**config.mk**
```make
export PLATFORM = sky130hd
export DESIGN_NAME = rst_seq_ctrl
export DESIGN_NICKNAME = d
export VERILOG_FILES = /design/src/rtl/rst_seq_ctrl.sv
export SDC_FILE = /design/constraint.sdc
export NUM_CORES = 1
export LEC_CHECK = 0
export ABC_AREA = 0
export CELL_PAD_IN_SITES_DETAIL_PLACEMENT = 0
export CELL_PAD_IN_SITES_GLOBAL_PLACEMENT = 1
export CORE_UTILIZATION = 37
export CTS_CLUSTER_DIAMETER = 150
export DETAILED_ROUTE_END_ITERATION = 10
export PLACE_DENSITY = 0.72
export SETUP_SLACK_MARGIN = 0.3
export SYNTH_ARGS = -nofsm -noshare
export SYNTH_HDL_FRONTEND = slang
export SYNTH_SLANG_ARGS = --single-unit
```
**constraint.sdc**
```tcl
create_clock -name clk -period 3.1 [get_ports clk]
set_input_delay 0.62 -clock clk [delete_from_list [all_inputs] [get_ports clk]]
set_output_delay 0.62 -clock clk [all_outputs]
set_load 0.03 [all_outputs]
```
**src/rtl/rst_seq_ctrl.sv**
```systemverilog
// rst_seq_ctrl: sequenced release of NDOM downstream reset domains.
// All domain resets are held for HOLD cycles, then released one at a time
// in ascending index order. Each release waits for the previous domain's
// ready acknowledge. A soft request restarts the whole sequence.
// Optional feature macro: RST_SEQ_TIMEOUT_EN. When it is defined, each
// domain has TMO cycles to acknowledge before the block stops in ERR.
// When it is undefined, the wait for an acknowledge has no limit.
module rst_seq_ctrl #(
    parameter int NDOM = 4,
    parameter int HOLD = 2,
    parameter int TMO  = 15
) (
    input  logic                    clk,
    input  logic                    irst,
    input  logic                    isoft_req,
    input  logic [NDOM-1:0]         iready,
    output logic [NDOM-1:0]         oreset,
    output logic                    odone,
    output logic                    oerr,
    output logic [$clog2(NDOM)-1:0] odom
);

    localparam int DW = $clog2(NDOM);
    localparam logic [7:0]    HOLD_LAST = 8'(HOLD - 1);
    localparam logic [DW-1:0] DOM_LAST  = DW'(NDOM - 1);

    typedef enum logic [1:0] {
        S_HOLD,
        S_WAIT,
        S_DONE,
        S_ERR
    } state_t;

    state_t            r_state;
    logic [7:0]        r_hold_cnt;
    logic [NDOM-1:0]   r_reset;
    logic              r_done;
    logic [DW-1:0]     r_dom;

    logic              w_ack;
    logic [DW-1:0]     w_next_dom;

`ifdef RST_SEQ_TIMEOUT_EN
    localparam logic [7:0] TMO_LAST = 8'(TMO - 1);
    logic              r_err;
    logic [7:0]        r_wait_cnt;
`endif

    // Only the awaited domain's acknowledge matters; every other ready bit is ignored.
    assign w_ack      = iready[r_dom];
    assign w_next_dom = r_dom + DW'(1);

    // Sequencer FSM. Every output comes straight from a register here.
    // NOTE: the reset branch is asynchronous, so irst forces every domain
    // back into reset at once, without waiting for a clock edge.
    always_ff @(posedge clk or posedge irst) begin
        if (irst) begin
            r_state    <= S_HOLD;
            r_hold_cnt <= 8'd0;
            r_reset    <= '1;
            r_done     <= 1'b0;
            r_dom      <= '0;
`ifdef RST_SEQ_TIMEOUT_EN
            r_err      <= 1'b0;
            r_wait_cnt <= 8'd0;
`endif
        end else if (isoft_req) begin
            // A soft request takes priority over an acknowledge or a timeout
            // on the same edge. While the request is held high the hold
            // count stays at 0.
            r_state    <= S_HOLD;
            r_hold_cnt <= 8'd0;
            r_reset    <= '1;
            r_done     <= 1'b0;
            r_dom      <= '0;
`ifdef RST_SEQ_TIMEOUT_EN
            r_err      <= 1'b0;
`endif
        end else begin
            // NOTE: state is updated with non-blocking assignments, so every
            // condition below tests the values from before this edge.
            case (r_state)
                S_HOLD: begin
                    r_hold_cnt <= r_hold_cnt + 8'd1;
                    if (r_hold_cnt == HOLD_LAST) begin
                        r_reset[0] <= 1'b0;
                        r_dom      <= '0;
                        r_state    <= S_WAIT;
`ifdef RST_SEQ_TIMEOUT_EN
                        r_wait_cnt <= 8'd0;
`endif
                    end
                end

                S_WAIT: begin
                    if (w_ack) begin
                        // An acknowledge on the limit edge still counts as success.
                        if (r_dom == DOM_LAST) begin
                            r_state <= S_DONE;
                            r_done  <= 1'b1;
                        end else begin
                            r_reset[w_next_dom] <= 1'b0;
                            r_dom               <= w_next_dom;
                        end
`ifdef RST_SEQ_TIMEOUT_EN
                        r_wait_cnt <= 8'd0;
                    end else if (r_wait_cnt == TMO_LAST) begin
                        // r_dom is kept so that it reports the domain that failed.
                        r_state <= S_ERR;
                        r_reset <= '1;
                        r_err   <= 1'b1;
                    end else begin
                        r_wait_cnt <= r_wait_cnt + 8'd1;
`endif
                    end
                end

                // DONE and ERR persist until irst or isoft_req; iready is ignored here.
                S_DONE: r_state <= S_DONE;
                S_ERR:  r_state <= S_ERR;
                default: r_state <= S_HOLD;
            endcase
        end
    end

    assign oreset = r_reset;
    assign odone  = r_done;
    assign odom   = r_dom;

`ifdef RST_SEQ_TIMEOUT_EN
    assign oerr = r_err;
`else
    // Without the timeout feature no error can be raised.
    assign oerr = 1'b0;
`endif

endmodule

```
== Word level (Yosys, flattened, before mapping) ==
Cells that the tools add are included.
Widths: inputs -> output; s select.
Operators by class
  add/subtract/negate cells: 2
  multipliers: 0
  divide/modulo/power cells: 0
  shifts and indexed selects: 0
  bitwise operators: 2
  equal/unequal tests: 10
  reductions and logical operators: 11
  magnitude comparators: 3
  multiplexer cells: 26
Operators by type and width (count)
  $mux 2: 8
  $mux 8: 2
  $mux 4: 3
  $ne 3x3->1 const B: 4
  $reduce_and 3->1: 3
  $add 8x1->8 const B: 1
  $eq 8x1->1 const B: 1
  $pmux 2 s4: 1
  $reduce_bool 2->1: 4
  $mux 1: 7
  $eq 2x2->1 const B: 3
  $lt 2x3->1 const B: 2
  $and 4x4->4: 1
  $not 4->4: 1
  $pmux 2 s2: 1
  $reduce_and 4->1: 1
  $mux 3: 1
  $reduce_bool 3->1: 1
  $add 2x1->2 const B: 1
  $bmux 1 s2: 1
  $demux 1 s2: 1
  $eq 2x1->1 const B: 1
  $ge 2x1->1 const B: 1
  $logic_not 2->1: 1
  3 further kinds: 3
Storage, ports and cells
  ROM bits: 0
  RAM bits: 0
  memories: 0
  output and inout bits: 8
  bits in latches: 0
  flip-flop bits (word level): 17

== Depth between registers and ports, before layout ==
Gate-level depths: netlist of the first run.
  word-level depth: 11
  depth in mapped cells: 7
  gate-level depth less buffers: 6

== Worst setup path before layout of the first run ==
OpenSTA, ideal clock, no wires.
  path type: register -> register
  start: reg r_dom[0], in the netlist odom[0]
  end: reg r_dom[0], in the netlist odom[0]
  cell stages (with the launch flop): 5
  data arrival time: 1.715 ns
  library setup time: 0.125 ns
  setup slack: 1.260 ns
  required time: 2.975 ns
  clock period less this slack: 1.840 ns
  cells stage by stage: dfrtp_1 > mux4_2 > nor2_4 > nor3_2 > mux2_4
Between the ends
  word-level cells in the longest chain between the ends: 5
  elaborated cells between the ends (all ways): 11
RTL lines
  from (decl): RTL line 38  | logic [DW-1:0] r_dom;
  from (signal assigned): RTL line 103  | r_dom <= w_next_dom;
  $add 2x1->2: RTL line 51  | assign w_next_dom = r_dom + DW'(1);
  $mux 2: RTL line 98  | if (r_dom == DOM_LAST) begin
  $mux 2: RTL line 96  | if (w_ack) begin
  $pmux 2 s2: RTL line 82  | case (r_state)
  $mux 2: RTL line 67  | end else if (isoft_req) begin
Several ways; a longest one is shown, not always the timed one. The select of a mux whose other input is x is not followed.
A chain may end at the register's enable or synchronous reset.

== Worst setup path in the final report of the first run ==
  start: reg r_dom[0], in the netlist odom[0]
  end: out odom[0]
RTL lines
  to (decl): RTL line 20  | output logic [$clog2(NDOM)-1:0] odom
No word-level cell between the ends.

==> impl_metrics.json, run 1 <==
{
  "p_switching_w": 0.000284,
  "grt_pass1_wl_mm": 2.96,
  "synth_common_cells": "13 x dfrtp_1, 11 x nor2_1, 9 x ha_1, 6 x inv_1, 5 x a21oi_1",
  "max_slew.worst_pin.slew_ns": 0.670,
  "rsz0062_at_grt": "no",
  "clock_latency_ns": 0.29,
  "gr-usage-all-layers_pct": 14.6,
  "drv_cap": 0,
  "slowest_stage": "clkdlybuf4s50_1",
  "rrSetupSlack_ns": 1.27,
  "yosys_warnings": 0,
  "clk_path_buf_depth": 2,
  "outcome": "finished clean",
  "overflow": 0,
  "clock_skew_ns": 0.00124,
  "antenna_found_initial": 0,
  "setup_tns_ns": 0,
  "die_h_um": 53.9,
  "synth.most_common_cell": "dfrtp_1",
  "finalHoldViolations": 0,
  "port-buffer-count": 13,
  "cpLargestDelayFamily": "buffers and inverters",
  "timing.final.crit_period_ns": 2.18,
  "avgRoutedWirePerCell_um": 12.4,
  "switching_share_pct": 38.0,
  "hp-class": "reg2reg",
  "drt-initial-drc-count": 10,
  "postRouteAntennaNets": 0,
  "finalCritPeriodShare_pct": 70.3,
  "cp.arrival_ns": 1.56,
  "final_nets": 125,
  "synth_flop_cell": "dfrtp_1",
  "power_frac_seq_pct": 41.2,
  "path_cells": "clkdlybuf4s50_1",
  "yosysTopAreaCellShare_pct": 32.6,
  "placed_cell_area_sq_mm": 0.00114,
  "syn_inst": 94,
  "clock-sinks": 17,
  "cp-start-kind": "flip-flop",
  "synth_cell_types": 38,
  "whs_path_depth": 2,
  "htreeDepth": 1,
  "syn_nets": 110,
  "fmaxAchievable_ghz": 0.459,
  "synthTopCellsByArea": "dfrtp_1 33%, ha_1 11%, dfstp_2 11%, nor2_1 4.1%, xor2_1 3.5%",
  "rr_worst_depth": 6,
  "worst-path-buf-inv": 1,
  "avgSynthCellArea_sq_um": 10.6,
  "core_sq_mm": 0.00252,
  "stdcell_area_sq_mm": 0.00117,
  "top_level_ports": 15,
  "rows": 18,
  "hp-start": "oreset[0]$_DFFE_PP1P_",
  "synthesis.area_sq_um": 997,
  "timing_worst_setup_path_type": "reg2out",
  "p_comb_share_pct": 42.4,
  "ir_drop_uv": 311,
  "area_growth_pct": 17.4,
  "required_ns": 2.48,
  "grt_max_degree": 18,
  "firstDrtPassIters": 3,
  "r2r_end": "odom[0]$_DFFE_PP0P_",
  "crit_path_end_kind": "output port",
  "setup_viol": 0,
  "die_area_sq_mm": 0.00291,
  "ctsResizeCount": 0,
  "grt_pass1_vias": 708,
  "reg2reg_from": "r_state[0]$_DFFE_PP0P_",
  "vias": 695,
  "synth_seq_cells": 17,
  "p_int_w": 0.000464,
  "vias_per_cell": 5.04,
  "slowest_delay_ns": 0.74,
  "synth_edf_count": 0,
  "clock_power_share_pct": 16.3,
  "slew_viol_final": 0,
  "antenna_cells": 0,
  "routabilityCongestion": 0.719,
  "cts_tree": "built",
  "worst_hold_path.endpoint": "oreset[0]$_DFFE_PP1P_",
  "cts_hold_buf": 0,
  "numCtsBuffers": 3,
  "ys_seq_area_share_pct": 43.2,
  "dpl.hpwl_mm": 1.27,
  "wirelength_mm": 1.71,
  "cts_setup_buffers": 0,
  "async_flop_share_pct": 100,
  "path_max_fanout": 8,
  "drive_gt1_share_pct": 17.6,
  "slew_headroom_pct": 55.3,
  "route.detailed.drc": 0,
  "die_w_um": 53.9,
  "synth_top_area_cell": "dfrtp_1",
  "p_leak_nw": 0.499,
  "initial_utilization_pct": 39.5,
  "power_density_mw_per_mm2": 639,
  "root_buffer": "clkbuf_4",
  "clkTransAtPathRegs_ns": 0.10
}
[layout by cell type, fill, tap and decap left out, types with 2 or more instances in the layout]
master,instances
a21oi_1,5
a21oi_2,2
clkbuf_4,3
clkdlybuf4s50_1,13
dfrtp_1,13
dfstp_2,4
ha_1,9
inv_1,6
nand2_1,4
nand4_1,3
nor2_1,11
o21ai_0,2
o21ai_1,2
o41ai_1,2
or2b_2,2
or3_1,2
xor2_1,4
[cell families (layout without fill, tap and decap cells)]
kind of cell,Yosys count,after routing,synth area share (%)
XOR/XNOR,5,5,4.39
multiplexers,3,3,4.77
flip-flops,17,17,43.2
buffers and inverters,10,24,5.02
other,1,1,0.376
AND/OR/NAND/NOR,32,32,19.2
AO/OA/AOI/OAI,17,17,11.8
adder cells (fa/ha/maj),9,9,11.3
[state kept, by name, summed over array words and instances, names as in the netlist]
signal / flops
odone: 1
r_state: 2
r_hold_cnt: 8
oreset: 4
odom: 2
[worst max-delay path by stage]
stage	end	startpoint	depth (start not counted)
CTS	odom[0]	odom[0]$_DFFE_PP0P_	1
floorplan	odom[0]$_DFFE_PP0P_	odom[0]$_DFFE_PP0P_	4
finish	odom[0]	odom[0]$_DFFE_PP0P_	1
global placement	odom[0]$_DFFE_PP0P_	isoft_req	5
detailed placement	odom[0]$_DFFE_PP0P_	isoft_req	5
global route	odom[0]	odom[0]$_DFFE_PP0P_	1
[cell type report]
class | count | area (sq um)
fill | 262 | 1350
multi-input combinational | 67 | 517
sequential | 17 | 430
timing repair buffer | 14 | 138
tap | 30 | 37.5
clock buffer | 4 | 26.3
inverter | 6 | 22.5
[through the flow]
stage	setup WS (ns)	utilization [%]	hold slack [ns]	instances	power (W)
global route	0.819	46.4	0.513	138	0.000811
floorplan	1.26	-	0.476	94	0.000554
finish	0.920	46.4	0.485	138	0.000748
CTS	0.902	46.4	0.491	138	0.000760
detailed placement	0.752	45.4	0.472	134	0.000632
global placement	0.795	45.4	0.496	134	0.000633
[power groups by stage]
stage               Combinational [W]  Clock, W  Sequential [W]
detailed placement           0.000320         0        0.000312
CTS                          0.000322  0.000129        0.000308
global route                 0.000354  0.000140        0.000317
global placement             0.000319         0        0.000313
finish                       0.000317  0.000122        0.000308
floorplan                    0.000216         0        0.000337
[per-layer routing]
| layer | track usage [%] | wire length, um |
|---|---|---|
| met2 | 21.4 | 796 |
| met1 | 19.3 | 823 |
| met4 | 7.89 | 32 |
| met5 | 0 | 0 |
| met3 | 3.95 | 60 |
Note: power is estimated with default switching activity, not from simulation.
==> inputs of run 2 (changes only) <==
--- a/config.mk
+++ b/config.mk
@@ -11,7 +11,7 @@
 export CORE_UTILIZATION = 37
 export CTS_CLUSTER_DIAMETER = 150
 export DETAILED_ROUTE_END_ITERATION = 10
-export PLACE_DENSITY = 0.72
+export PLACE_DENSITY = 0.75
 export SETUP_SLACK_MARGIN = 0.3
 export SYNTH_ARGS = -nofsm -noshare
 export SYNTH_HDL_FRONTEND = slang
==> constraint.sdc (replaced) <==
create_clock -name clk -period 1.75 [get_ports clk]
set_input_delay 0.35 -clock clk [delete_from_list [all_inputs] [get_ports clk]]
set_output_delay 0.35 -clock clk [all_outputs]
set_load 0.03 [all_outputs]
==> run 2 against run 1 <==
  * Final cell count grew 14%
  * Clock-buffer cell count shrank 1
  * Combinational power grew to 3.0 times the previous value
  * Die area is the same
  * Critical path type is now reg2reg
  * Highest routed layer unchanged
  * Global-route usage grew 0.50 points
==> impl_metrics.json, run 2 (synthesis gave the netlist of run 1 again) <==
{
  "outcome": "finished clean",
  "clkTransAtPathRegs_ns": 0.10,
  "port-buffer-count": 13,
  "root_buffer": "clkbuf_4",
  "clock-sinks": 17,
  "grt_pass1_wl_mm": 3.06,
  "clock_skew_ns": 0.00383,
  "dpl.hpwl_mm": 1.42,
  "setup_viol": 0,
  "gr-usage-all-layers_pct": 15.1,
  "avgRoutedWirePerCell_um": 12.7,
  "timing.final.crit_period_ns": 1.63,
  "finalCritPeriodShare_pct": 93.2,
  "hp-class": "in2async",
  "vias": 776,
  "required_ns": 1.93,
  "htreeDepth": 1,
  "cp.arrival_ns": 1.81,
  "top_level_ports": 15,
  "power_density_mw_per_mm2": 1200,
  "firstDrtPassIters": 4,
  "n_fill_cell": 226,
  "crit_path_end_kind": "flip-flop",
  "final_cell_mix": "16 x buf_4, 11 x nor2_1, 11 x dfrtp_1, 6 x ha_1, 6 x clkdlybuf4s50_1",
  "rows": 18,
  "clk_path_buf_depth": 2,
  "p_int_w": 0.00107,
  "largest_reg_flops": 8,
  "cts_tree": "built",
  "worst_slack_ns": 0.119,
  "timing_worst_setup_path_type": "reg2reg",
  "antenna_found_initial": 0,
  "drive_gt1_share_pct": 44.9,
  "power.total_w": 0.00170,
  "r2r_end": "odom[0]$_DFFE_PP0P_",
  "path_max_fanout": 3,
  "drt-initial-drc-count": 5,
  "wirelength_mm": 1.99,
  "grt_pass1_vias": 704,
  "p_comb_share_pct": 56.4,
  "initial_utilization_pct": 39.5,
  "die_h_um": 53.9,
  "routabilityCongestion": 0.747,
  "setup_tns_ns": 0,
  "grt_max_degree": 18,
  "reg2reg_from": "r_state[0]$_DFFE_PP0P_",
  "use_met2_pct": 25.1,
  "top_register": "r_hold_cnt",
  "switching_share_pct": 36.9,
  "clock_power_share_pct": 12.2,
  "power_frac_seq_pct": 31.4,
  "pre_cts_ws_ns": -0.137,
  "final_core_util_pct": 56.0,
  "rsz0062_at_grt": "yes",
  "cp-start-kind": "flip-flop",
  "die_w_um": 53.9,
  "p_leak_nw": 0.627,
  "route.detailed.drc": 0,
  "overflow": 0,
  "p_switching_w": 0.000626,
  "area_growth_pct": 41.5,
  "vias_per_cell": 4.94,
  "antenna_cells": 0,
  "core_sq_mm": 0.00252,
  "fmaxAchievable_ghz": 0.613,
  "grt.met3_usage_pct": 3.39,
  "drv_cap": 0,
  "numCtsBuffers": 3,
  "clock_latency_ns": 0.29,
  "rr_worst_depth": 6,
  "final_nets": 144,
  "grt-busiest-layer": "met2",
  "ir_drop_uv": 737,
  "postRouteAntennaNets": 0,
  "met1_usage_pct": 19.0,
  "finalHoldViolations": 0,
  "layout_commonest_cell": "buf_4",
  "rrSetupSlack_ns": 0.12,
  "die_area_sq_mm": 0.00291,
  "slew_viol_final": 0
}
run 2: cell types whose count changed in the layout (fill, tap and decap cells not counted), sizes merged:
cell,before,now
clkinv,0,1
buf,1,24
clkdlybuf4s15,0,2
clkdlybuf4s50,13,6
run 2: layout make-up:
type	instances	area, sq um	share of cell area, %
sequential	17	433	30.7
clock buffer	3	22.5	1.60
clock inverter	1	5.00	0.355
tap	30	37.5	2.66
multi-input combinational	67	613	43.4
inverter	6	22.5	1.60
timing repair buffer	33	278	19.7
run 2: what timing repair did:
item | CTS | global route
pin swaps | 5 | 8
buffers inserted | 5 | 3
gates resized for setup | 35 | 20
hold buffers | 0 | 0
setup endpoints to repair | 17 | 15
run 2: per-layer routing:
metal	wire (um)	share of wire, %
met1	934	47
met2	984	49
met3	51	2.6
met4	19	0.95
met5	0	0
run 2: how the worst max path moves through the flow:
stage                                    startpoint             endpoint  slack (ns)
after floorplan                 odom[0]$_DFFE_PP0P_  odom[0]$_DFFE_PP0P_        0.07
after global placement                    iready[3]  odom[0]$_DFFE_PP0P_        -0.1
after detailed placement                  iready[0]  odom[0]$_DFFE_PP0P_       -0.14
after CTS                 r_hold_cnt[1]$_DFFE_PP0P_  odom[0]$_DFFE_PP0P_        0.13
after global routing         r_state[0]$_DFFE_PP0P_  odom[0]$_DFFE_PP0P_        0.06
final                        r_state[0]$_DFFE_PP0P_  odom[0]$_DFFE_PP0P_        0.12
run 2: per-stage QoR:
step	instance area [sq um]	cells	hold WS, ns
6_report	1410	157	0.358
5_1_grt	1410	157	0.392
4_1_cts	1340	154	0.363
3_5_place_dp	1230	145	0.470
3_3_place_gp	1230	145	0.470
2_1_floorplan	1000	94	0.273
run 2: power by group through the flow:
stage	clock network [W]	registers, W	logic [W]
finish	0.000207	0.000533	0.000958
detailed placement	0	0.000542	0.000698
global route	0.000240	0.000544	0.00104
floorplan	0	0.000600	0.000393
CTS	0.000217	0.000529	0.000855
global placement	0	0.000540	0.000683
run 2: worst max-delay path: stages (launching register included):
cell	delay, ns
dfrtp_1	0.42
buf_6	0.13
ha_4	0.15
or2_1	0.26
a21oi_4	0.19
nor3_4	0.07
mux2_4	0.29
==> inputs of run 3 (changes only) <==
--- a/config.mk
+++ b/config.mk
@@ -6,13 +6,16 @@
 export NUM_CORES = 1
 export LEC_CHECK = 0
 export ABC_AREA = 0
+export CAP_MARGIN = 40
 export CELL_PAD_IN_SITES_DETAIL_PLACEMENT = 0
 export CELL_PAD_IN_SITES_GLOBAL_PLACEMENT = 1
 export CORE_UTILIZATION = 37
 export CTS_CLUSTER_DIAMETER = 150
+export CTS_CLUSTER_SIZE = 24
 export DETAILED_ROUTE_END_ITERATION = 10
 export PLACE_DENSITY = 0.75
 export SETUP_SLACK_MARGIN = 0.3
+export SKIP_CTS_REPAIR_TIMING = 1
 export SYNTH_ARGS = -nofsm -noshare
 export SYNTH_HDL_FRONTEND = slang
 export SYNTH_SLANG_ARGS = --single-unit
==> run 3 against run 2 <==
  * Final cell count down 1.3%
  * Critical path type unchanged
  * First-iteration DRC count grew 40%
  * Die area is the same
  * Clock power barely moved
  * Clock-buffer cell count stayed put
  * Total power decreased by 4.9%
  * Combinational power shrank 9.4%
  * Non-clock buffer count decreased by 2
  * Core utilization is 2.1 points lower
  * Worst setup slack gained 0.012 ns
==> impl_metrics.json, run 3 (synthesis gave the netlist of run 1 again) <==
{
  "outcome": "finished clean",
  "clk_path_buf_depth": 2,
  "drt-initial-drc-count": 7,
  "clock-sinks": 17,
  "final-seq-area_sq_um": 433,
  "htreeDepth": 1,
  "drive_gt1_share_pct": 41.6,
  "p_comb_share_pct": 53.7,
  "fmaxAchievable_ghz": 0.618,
  "power_frac_seq_pct": 33.5,
  "die_h_um": 53.9,
  "die_area_sq_mm": 0.00291,
  "layout_commonest_cell": "buf_4",
  "final_cell_mix": "17 x buf_4, 11 x nor2_1, 11 x dfrtp_1, 6 x ha_1, 6 x clkdlybuf4s50_1",
  "postRouteAntennaNets": 0,
  "core_sq_mm": 0.00252,
  "wirelength_mm": 1.94,
  "overflow": 0,
  "finalCritPeriodShare_pct": 92.5,
  "antenna_found_initial": 0,
  "power_density_mw_per_mm2": 1190,
  "cp.arrival_ns": 1.80,
  "final_nets": 142,
  "vias_per_cell": 4.97,
  "slew_viol_final": 0,
  "p_int_w": 0.00102,
  "grt_pass1_vias": 705,
  "dpl.hpwl_mm": 1.42,
  "final_core_util_pct": 53.8,
  "p_leak_nw": 0.619,
  "finalHoldViolations": 0,
  "rsz0062_at_grt": "yes",
  "vias": 770,
  "rows": 18,
  "route.detailed.drc": 0,
  "largest_reg_flops": 8,
  "top_level_ports": 15,
  "root_buffer": "clkbuf_4",
  "firstDrtPassIters": 4,
  "initial_utilization_pct": 39.5,
  "cts_tree": "built",
  "cp-start-kind": "flip-flop",
  "timing_worst_setup_path_type": "reg2reg",
  "required_ns": 1.93,
  "setup_tns_ns": 0,
  "gr-usage-all-layers_pct": 14.7,
  "hold_ws_ns": 0.359,
  "clock_latency_ns": 0.29,
  "drv_cap": 0,
  "numCtsBuffers": 3,
  "grt_max_degree": 18,
  "path_max_fanout": 5,
  "avgRoutedWirePerCell_um": 12.5,
  "setup_viol": 0,
  "power.total_w": 0.00161,
  "clock_skew_ns": 0.00367,
  "clock_power_share_pct": 12.8,
  "antenna_cells": 0,
  "ir_drop_uv": 710,
  "p_switching_w": 0.000597,
  "die_w_um": 53.9,
  "port-buffer-count": 13,
  "switching_share_pct": 37.0,
  "clkTransAtPathRegs_ns": 0.10,
  "grt_pass1_wl_mm": 2.98,
  "timing.final.crit_period_ns": 1.62,
  "routabilityCongestion": 0.747,
  "top_register": "r_hold_cnt",
  "area_growth_pct": 36.1,
  "hp-class": "in2async",
  "multiInputGateArea_sq_um": 588,
  "n_fill_cell": 233,
  "crit_path_end_kind": "flip-flop"
}
[run 3: path summary, 6_finish.rpt]
path / startpoint / end / slack, ns / cells past startpoint
max in group asynchronous: irst / oreset[2]$_DFFE_PP1P_ / 1.14 / 3
worst min register to register: oreset[0]$_DFFE_PP1P_ / oreset[0]$_DFFE_PP1P_ / 0.48 / 2
worst max register to register: odom[0]$_DFFE_PP0P_ / odom[0]$_DFFE_PP0P_ / 0.13 / 4
worst max-delay path: odom[0]$_DFFE_PP0P_ / odom[0]$_DFFE_PP0P_ / 0.13 / 4
worst min-delay path: irst / r_hold_cnt[2]$_DFFE_PP0P_ / 0.36 / 3
min in group clk: oreset[0]$_DFFE_PP1P_ / oreset[0]$_DFFE_PP1P_ / 0.48 / 2
[run 3: area by class of cell]
type	instances	share of cell area (%)
clock buffer	3	1.66
multi-input combinational	67	43.3
clock inverter	1	0.369
inverter	6	1.66
timing repair buffer	31	18.3
sequential	17	31.9
tap	30	2.76
[run 3: per-stage QoR]
step | std cells | instance area [sq um] | setup WS [ns]
3_5_place_dp | 145 | 1230 | -0.137
6_report | 155 | 1360 | 0.131
5_1_grt | 155 | 1360 | 0.0570
4_1_cts | 149 | 1260 | -0.108
3_3_place_gp | 145 | 1230 | -0.0997
2_1_floorplan | 94 | 1000 | 0.0659
[run 3: critical path, cell delays in order, from the launching register on]
cell and delay [ns]:
dfrtp_2 0.42, mux4_2 0.58, nor2_4 0.16, nor3_4 0.05, mux2_4 0.29
[run 3: routing by layer]
metal  global-route usage (%)  up-vias  wire, um
li1                         -      385         -
met1                     18.0      371       928
met2                     24.7       12       938
met3                     3.67        2        49
met4                     5.26        0        19
met5                        0        -         0
[run 3: power groups by stage]
stage                     clock (W)  combinational [W]  sequential (W)
after floorplan                   0           0.000393        0.000600
after global placement            0           0.000683        0.000540
after detailed placement          0           0.000698        0.000542
after CTS                  0.000217           0.000701        0.000537
after global routing       0.000240           0.000950        0.000549
final                      0.000207           0.000868        0.000540
